===== src/rtl/imem_load_fetch_ctrl.sv =====
// Instruction-memory controller: boot-time program load, zero-fill of unused words,
// then single-cycle registered fetch service with misalignment/range fault reporting.
module imem_load_fetch_ctrl #(
  parameter int DEPTH = 64,
  parameter int AW    = 6,
  parameter int DW    = 32
) (
  input  logic          clk,
  input  logic          rst_n,
  input  logic          ld_valid,
  input  logic [DW-1:0] ld_data,
  input  logic          ld_last,
  output logic          ld_ready,
  input  logic          fetch_req,
  input  logic [31:0]   fetch_addr,
  output logic          fetch_ready,
  output logic [DW-1:0] instr,
  output logic          instr_valid,
  output logic          fault,
  output logic          cpu_run,
  output logic          mem_we,
  output logic [AW-1:0] mem_waddr,
  output logic [DW-1:0] mem_wdata,
  output logic          mem_re,
  output logic [AW-1:0] mem_raddr,
  input  logic [DW-1:0] mem_rdata
);

  typedef enum logic [1:0] {
    ST_LOAD  = 2'd0,
    ST_CLEAR = 2'd1,
    ST_RUN   = 2'd2
  } state_e;

  localparam logic [AW:0] DEPTH_W   = (AW+1)'(DEPTH);
  localparam logic [AW:0] LAST_W    = (AW+1)'(DEPTH - 1);
  localparam logic [AW:0] WP_ONE    = (AW+1)'(1);
  localparam logic [29:0] DEPTH_IDX = 30'(DEPTH);

  state_e        state_q, state_d;
  logic [AW:0]   wp_q, wp_d;
  logic          ld_ready_q;
  logic          fetch_ready_q;
  logic          cpu_run_q;
  logic          instr_valid_q;
  logic          fault_q;
  logic          rd_pend_q;
  logic [DW-1:0] instr_q, instr_d;

  logic ld_hs;
  logic fetch_acc;
  logic addr_bad;

  // ld_ready_q is only ever high while in LOAD, so it alone qualifies the handshake.
  assign ld_hs     = ld_valid && ld_ready_q;
  assign fetch_acc = fetch_req && fetch_ready_q;

  // Full word index is compared so that any set high address bit faults instead of aliasing.
  assign addr_bad  = (fetch_addr[1:0] != 2'b00) || (fetch_addr[31:2] >= DEPTH_IDX);

  always_comb begin
    state_d   = state_q;
    wp_d      = wp_q;
    mem_we    = 1'b0;
    mem_waddr = wp_q[AW-1:0];
    mem_wdata = ld_data;
    case (state_q)
      ST_LOAD: begin
        if (ld_hs) begin
          mem_we = 1'b1;
          wp_d   = wp_q + WP_ONE;
          if (ld_last || (wp_q == LAST_W)) begin
            state_d = ST_CLEAR;
          end
        end
      end
      ST_CLEAR: begin
        mem_wdata = '0;
        if (wp_q < DEPTH_W) begin
          mem_we = 1'b1;
          wp_d   = wp_q + WP_ONE;
        end
        // Leave on the cycle that writes the last word, or at once if load filled the array.
        if (wp_d >= DEPTH_W) begin
          state_d = ST_RUN;
        end
      end
      default: begin
      end
    endcase
  end

  assign mem_re    = fetch_acc && !addr_bad;
  assign mem_raddr = fetch_addr[AW+1:2];

  always_comb begin
    instr_d = instr_q;
    if (fetch_acc && addr_bad) begin
      instr_d = '0;
    end else if (rd_pend_q) begin
      instr_d = mem_rdata;
    end
  end

  always_ff @(posedge clk or negedge rst_n) begin
    if (!rst_n) begin
      state_q       <= ST_LOAD;
      wp_q          <= '0;
      ld_ready_q    <= 1'b0;
      fetch_ready_q <= 1'b0;
      cpu_run_q     <= 1'b0;
      instr_valid_q <= 1'b0;
      fault_q       <= 1'b0;
      rd_pend_q     <= 1'b0;
      instr_q       <= '0;
    end else begin
      state_q       <= state_d;
      wp_q          <= wp_d;
      ld_ready_q    <= (state_d == ST_LOAD);
      fetch_ready_q <= (state_d == ST_RUN);
      cpu_run_q     <= (state_d == ST_RUN);
      instr_valid_q <= fetch_acc;
      fault_q       <= fetch_acc && addr_bad;
      rd_pend_q     <= mem_re;
      instr_q       <= instr_d;
    end
  end

  // RAM read data arrives the cycle after mem_re, so it is passed straight through then.
  assign instr       = rd_pend_q ? mem_rdata : instr_q;
  assign instr_valid = instr_valid_q;
  assign fault       = fault_q;
  assign ld_ready    = ld_ready_q;
  assign fetch_ready = fetch_ready_q;
  assign cpu_run     = cpu_run_q;

endmodule


===== config.mk =====
export PLATFORM = sky130hd
export DESIGN_NAME = imem_load_fetch_ctrl
export DESIGN_NICKNAME = d
export VERILOG_FILES = /design/src/rtl/imem_load_fetch_ctrl.sv
export SDC_FILE = /design/constraint.sdc
export NUM_CORES = 1
export LEC_CHECK = 0
export CORE_MARGIN = 1.5
export CORE_UTILIZATION = 34
export DETAILED_ROUTE_END_ITERATION = 10
export HOLD_SLACK_MARGIN = 0.06
export PLACE_DENSITY = 0.84
export SLEW_MARGIN = 20
export SYNTH_ARGS = -nofsm -noshare
export SYNTH_HDL_FRONTEND = slang
export SYNTH_SLANG_ARGS = --single-unit

===== constraint.sdc =====
create_clock -name clk -period 2.14 [get_ports clk]
set_input_delay 0.428 -clock clk [delete_from_list [all_inputs] [get_ports clk]]
set_output_delay 0.428 -clock clk [all_outputs]
set_load 0.02 [all_outputs]

==> results by group, run 1 <==
CTS
  • Root Driver: clkbuf_8
  • CTS tree: done
  • Post-CTS Hold Buffers: 0
  • CTS Buffer Depth: 2
  • CTS buffer count: 5
  • Max H-tree Level: 2
  • Clock Latency Late Sink: 290 ps
  • Clk slew on worst S/H paths: 80 ps
  • CTS Sinks: 46

Timing
  • F_max: 482.6 MHz
  • Slew margin rel.: 61.61%
  • Minimum clock period: 2072 ps
  • Final setup viols: 0
  • Post-route clock period utilization: 96.84%
  • Final hold slack: 209.3 ps
  • RSZ-0062 raised after global routing: false
  • Max Slew Vio Count: 0
  • Clock skew: 3.773 ps
  • Fin. Hold Viols: 0
  • Slew @ Worst Pin: 575.8 ps

Power
  • Total power: 0.002516 W
  • Worst VDD drop: 0.5193 mV
  • PD cells: 575.7 nW/um^2
  • Leakage: 2.228 nW

Layout
  • Area Growth Syn to Fin: 76.50%
  • Final cell utilization of the core: 63.28%
  • Final Cell Area: 4370 um^2
  • Filler cells: 589
  • Nets: 484
  • Ant. Diodes: 0
  • Layout cells sized above 1: 20.73%

Worst setup path
  • CP Class: in2out
  • Arrival time at the worst endpoint: 1640 ps
  • CP Data Required Time: 1710 ps
  • Crit path cell chain: clkdlybuf4s50_1 -> nor2_1 -> nand4_1 -> nor4_2 -> buf_4 -> buf_6
  • CP max FO: 2
  • Slowest cell on the critical path: clkdlybuf4s50_1
  • Worst r2r path cells: 7
  • Crit start category: primary input
  • Max stage delay on crit path: 400 ps
  • CP endpoint kind: output port

Detailed routing
  • Antenna-violating nets left: 0
  • Drt drc: 0
  • Via count: 2154
  • WL/cell: 14.46 um
  • First drt pass iteration count: 4
  • Final wirelength: 6899 um
  • Initial detailed-routing violation count: 59
  • Via density: 4.516

Yosys
  • Sequential fraction of the synthesis area: 46.49%
  • Largest area contributor in the synthesized netlist: dfrtp_1
  • Post-Syn Nets: 316
  • Mapped Area: 2476 um^2
  • Synth top cells by count: dfrtp_1 (46), mux2_2 (33), and2_1 (32), nor2b_1 (20), buf_4 (13)
  • Number of synthesized flops with an enable pin: 0
  • Most frequent cell after synthesis: dfrtp_1
  • Gate Count Post-Synth: 213
  • Largest cells by area after synthesis: dfrtp_1 (46%), mux2_2 (15%), and2_1 (8.1%)
  • Synth warnings: 0
  • Ys flop type: dfrtp_1
  • Post-synth top area share: 46.49%
  • Async set or reset register ratio after synthesis: 100.0%
  • Mean post-synth cell area: 11.63 um^2
  • Post-synthesis cell type count: 34
  • Synth Register Bits: 46

Worst hold path
  • Hold WC Path Type: in2async

Placement
  • DP HPWL: 5298 um
  • # port buffers: 171
  • Placed cell area: 4232 um^2
  • RePlAce Congestion: 0.8674

Global routing
  • Total gr overflow: 0
  • Pin count of the biggest net entering global routing: 47
  • First-pass GRT wire length: 10670 um
  • Initial antenna violation count: 0
  • GRT Overall Usage: 17.54%
  • Vias in the first global route: 2323

Run status
  • Run status: completed

Floorplan
  • Chip Height: 88.34 um
  • Initial core utilization: 35.85%
  • I/O pins: 184
  • Die Footprint: 7804 um^2
  • Core ar.: 6907 um^2
  • Die X: 88.34 um
  • Number of core rows: 30

Run
  • Max Cap Viol: 0
worst max-delay path, delay by kind of cell:
| family | cells | cell delay [ps] |
|---|---|---|
| simple gates | 3 | 560 |
| buf+inv | 3 | 670 |
layout by cell type (no fill, tap or decap), types with 2 or more instances in the layout:
cell and count:
inv_1 3, clkbuf_8 6, nor2b_2 2, a21oi_1 2, buf_4 13, clkdlybuf4s15_1 5
dfrtp_1 46, clkdlybuf4s50_1 82, nor2b_1 20, nor4_2 6, xnor2_1 4, nor3_1 2
mux2_2 33, o21ai_0 2, dlygate4sd2_1 64, nor2_1 3, and3_1 2, dlymetal6s2s_1 18
ha_1 2, nand2_1 6, nand4_1 2, nor2b_4 9, and2_1 32
logic make-up (layout without fill, tap and decap cells):
kind of cell | Yosys count | count (layout) | synth area share, %
DFF | 46 | 46 | 46.49
AOI/OAI and AO/OA | 10 | 10 | 3.386
and+or+nand+nor | 90 | 90 | 24.86
muxes | 33 | 33 | 15.01
adders and majority gates | 2 | 2 | 1.010
xor gates and xnor gates | 5 | 5 | 1.768
buffers and inverters | 27 | 195 | 7.478
routing by layer:
metal  vias up  share of wire [%]  track usage, %
met1      1047                 39           20.55
met3        11                5.6           3.358
met4         0                1.2           4.688
li1       1022                  -               -
met5         -                  0               0
met2        74                 55           32.69
sequential cells by signal, summed over array words and instances (netlist names):
signal and cells:
cpu_run 1, fault 1, instr_q 32, instr_valid 1
ld_ready 1, rd_pend_q 1, state_q 2, wp_q 7
timing repair:
action                                  4_1_cts  5_1_grt
cloned                                        0        0
resized for setup                            80       25
endpoints found under the setup margin       66       12
endpoints found under the hold margin         0        0
buffers inserted                              0        2
pin swaps                                     6        8
report_power, final:
| part | internal, W | switching [W] |
|---|---|---|
| Combinational | 0.000438 | 0.000411 |
| Sequential | 0.000947 | 0.0000755 |
| Clock | 0.000374 | 0.000271 |
through the flow:
| step | std cells | setup slack, ps | setup TNS, ps |
|---|---|---|---|
| after floorplan | 213 | 53.21 | 0 |
| after global placement | 468 | -626.9 | -3756 |
| after detailed placement | 468 | -677.6 | -5011 |
| after CTS | 475 | -32.75 | -32.75 |
| after global routing | 477 | 12.38 | 0 |
| final | 477 | 67.73 | 0 |
path summary, 6_finish.rpt:
| path | start | to | slack [ps] |
|---|---|---|---|
| setup reg to reg | wp_q[0]$_DFFE_PN0P_ | wp_q[6]$_DFFE_PN0P_ | 460 |
| min in group clk | wp_q[0]$_DFFE_PN0P_ | wp_q[0]$_DFFE_PN0P_ | 520 |
| hold reg to reg | wp_q[0]$_DFFE_PN0P_ | wp_q[0]$_DFFE_PN0P_ | 520 |
| max in group asynchronous | rst_n | ld_ready$_DFF_PN0_ | 1530 |
| hold / removal | rst_n | instr_q[17]$_DFF_PN0_ | 210 |
| setup / recovery | fetch_addr[11] | mem_re | 70 |
cell type report:
cell class | instances | area [um^2] | area share, %
multi-input combinational | 140 | 1185 | 27.11
inverter | 3 | 11.26 | 0.2577
clock buffer | 6 | 82.58 | 1.889
tap | 96 | 120.1 | 2.748
timing repair buffer | 185 | 1790 | 40.97
clock inverter | 1 | 30.03 | 0.6871
sequential | 46 | 1151 | 26.34
(Power assumes the default switching activity.)
==> inputs of run 2 (changes only) <==
CTS_CLUSTER_SIZE = 8   (was unset)
==> results of run 2 <==
No change in the layout: final DEF, timing and power equal those of run 1.
==> inputs of run 3 (changes only) <==
clock period = 2.3 ns   (was 2.14 ns; I/O delays follow)
==> results by group, run 3 (synthesis results as in run 1) <==
Placement
  • Placed cell area: 4239 um^2 (+0.18%)
  • RePlAce Congestion: 0.8622 (-0.60%)
  • DP Worst Slack: -581.3 ps (+96.35 ps)
  • Placed cell count: 469 (+0.21%)
  • DP HPWL: 5251 um (-0.88%)
  • # port buffers: 171 (unchanged)

Global routing
  • GRT Overall Usage: 17.16% (-0.39 points)
  • Initial antenna violation count: 0 (unchanged)
  • Vias in the first global route: 2281 (-1.8%)
  • Pin count of the biggest net entering global routing: 47 (unchanged)
  • First-pass GRT wire length: 10390 um (-2.6%)
  • Total gr overflow: 0 (unchanged)

Layout
  • Largest register FFs: 32 (unchanged)
  • Filler cells: 559 (-5.1%)
  • Layout cells sized above 1: 20.47% (-0.26 points)
  • Final cell utilization of the core: 65.33% (+2.0 points)
  • Biggest regs: instr_q: 32 flops, wp_q: 7 flops, state_q: 2 flops
  • Nets: 484 (unchanged)
  • Top reg by flops: instr_q
  • Ant. Diodes: 0 (unchanged)
  • Commonest non-fill, non-tap cells in the layout: clkdlybuf4s50_1 (110), dlymetal6s2s_1 (51), dfrtp_1 (45), mux2_2 (33), and2_1 (32)
  • Area Growth Syn to Fin: 82.21%
  • Final Cell Area: 4512 um^2 (+3.2%)
  • Commonest non-fill, non-tap cell in the layout: clkdlybuf4s50_1
  • Final cell count without fillers: 477 (unchanged)

CTS
  • Clk slew on worst S/H paths: 80 ps (about the same)
  • CTS tree: done
  • Clock Latency Late Sink: 280 ps (about the same)
  • CTS Sinks: 46 (unchanged)
  • Root Driver: clkbuf_8
  • Max H-tree Level: 2 (unchanged)
  • CTS Buffer Depth: 2 (unchanged)
  • CTS buffer count: 5 (unchanged)

Floorplan
  • Core ar.: 6907 um^2 (unchanged)
  • Chip Height: 88.34 um (unchanged)
  • Die X: 88.34 um (unchanged)
  • Number of core rows: 30 (unchanged)
  • I/O pins: 184 (unchanged)
  • Die Footprint: 7804 um^2 (unchanged)
  • Initial core utilization: 35.85% (unchanged)

Detailed routing
  • WL/cell: 14.64 um (+1.2%)
  • Via density: 4.430 (-1.9%)
  • Final wirelength: 6985 um (+1.2%)
  • Antenna-violating nets left: 0 (unchanged)
  • First drt pass iteration count: 5 (+1)
  • Initial detailed-routing violation count: 42 (-29%)
  • Drt drc: 0 (unchanged)
  • Via count: 2113 (-1.9%)

Worst setup path
  • CP endpoint kind: output port
  • Crit start category: primary input
  • Crit path cell chain: clkdlybuf4s50_1 -> or4_4 -> nor4_2 -> buf_4 -> buf_6
  • CP Class: in2out
  • Slowest cell on the critical path: or4_4
  • Worst Path Buf+Inv: 3 (unchanged)
  • CP Data Required Time: 1840 ps (+130 ps)
  • Crit path from: fetch_addr[22]
  • R2r startpoint: wp_q[0]$_DFFE_PN0P_
  • Max stage delay on crit path: 430 ps (+30 ps)
  • CP max FO: 2 (unchanged)
  • Arrival time at the worst endpoint: 1830 ps (+190 ps)
  • Crit path max-delay family: simple AND/OR/NAND/NOR gates

Timing
  • Final setup viols: 0 (unchanged)
  • Fin worst setup slack: 12.75 ps (-54.97 ps)
  • RSZ-0062 raised after global routing: true
  • Post-route clock period utilization: 99.45%
  • Clock skew: 2.945 ps (-0.8280 ps)
  • Fin. Hold Viols: 0 (unchanged)
  • Minimum clock period: 2287 ps
  • Slew margin rel.: 61.80% (+0.18 points)
  • F_max: 437.2 MHz
  • Max Slew Vio Count: 0 (unchanged)
  • Slew @ Worst Pin: 573.0 ps (-2.764 ps)

Power
  • Total power: 0.002359 W (-6.3%)
  • PD cells: 522.8 nW/um^2 (-9.2%)
  • Worst VDD drop: 0.4851 mV (-6.6%)
  • Leakage: 2.639 nW (+18%)

Run
  • Max Cap Viol: 0 (unchanged)

Run status
  • Run status: completed

Worst hold path
  • Hold WC Path Type: in2async
-- run 3: cell count changes in the layout (fill, tap and decap cells not counted) --
cell / previous run / this run
clkdlybuf4s50_1: 82 / 110
dfrtp_2: 0 / 1
nor4_2: 6 / 4
dlymetal6s2s_1: 18 / 51
dfrtp_1: 46 / 45
dlygate4sd2_1: 64 / 8
clkdlybuf4s15_1: 5 / 0
nor4_1: 0 / 2
-- run 3: through the flow --
stage	hold WS (ps)	TNS (ps)
global placement	511.2	-526.3
floorplan	164.4	0
CTS	270.3	0
global route	311.2	-46.08
detailed placement	514.4	-1035
finish	253.2	0
-- run 3: final cells by class --
class | instances | area, um^2 | area share [%]
Sequential cell | 46 | 1152 | 25.54
Timing Repair Buffer | 185 | 1943 | 43.07
Clock buffer | 6 | 82.58 | 1.830
Clock inverter | 1 | 30.03 | 0.6656
Multi-Input combinational cell | 140 | 1172 | 25.98
Inverter | 3 | 11.26 | 0.2496
Tap cell | 96 | 120.1 | 2.662
-- run 3: metal layers --
layer  GRT usage [%]  up-vias  share of wire, %
met5               0        -                 0
li1                -     1026                 -
met4           3.551        0              0.52
met2           32.76       71                55
met3           4.011        4               5.5
met1           19.40     1012                39
-- run 3: timing repair --
action,CTS,global route
pin swaps,3,2
hold buffers,0,0
cloned,0,0
gates resized for setup,17,54
setup buffers,1,0
endpoints found under the setup margin,35,60
-- run 3: power by group --
| group | total, W | internal (W) | leakage [nW] | switching, W |
|---|---|---|---|---|
| sequential | 0.000950 | 0.000881 | 0.617 | 0.0000687 |
| combinational | 0.000810 | 0.000428 | 1.97 | 0.000381 |
| clock | 0.000599 | 0.000348 | 0.0573 | 0.000252 |
| total | 0.00236 | 0.00166 | 2.64 | 0.000701 |
-- run 3: path summary, 6_finish.rpt --
kind | endpoint | slack (ps) | cells after the start
min in group clk | wp_q[0]$_DFFE_PN0P_ | 520 | 1
max | mem_re | 10 | 5
min | instr_q[19]$_DFF_PN0_ | 250 | 2
max in group asynchronous | state_q[0]$_DFF_PN0_ | 1630 | 2
max reg2reg | wp_q[6]$_DFFE_PN0P_ | 640 | 7
min reg2reg | wp_q[0]$_DFFE_PN0P_ | 520 | 1
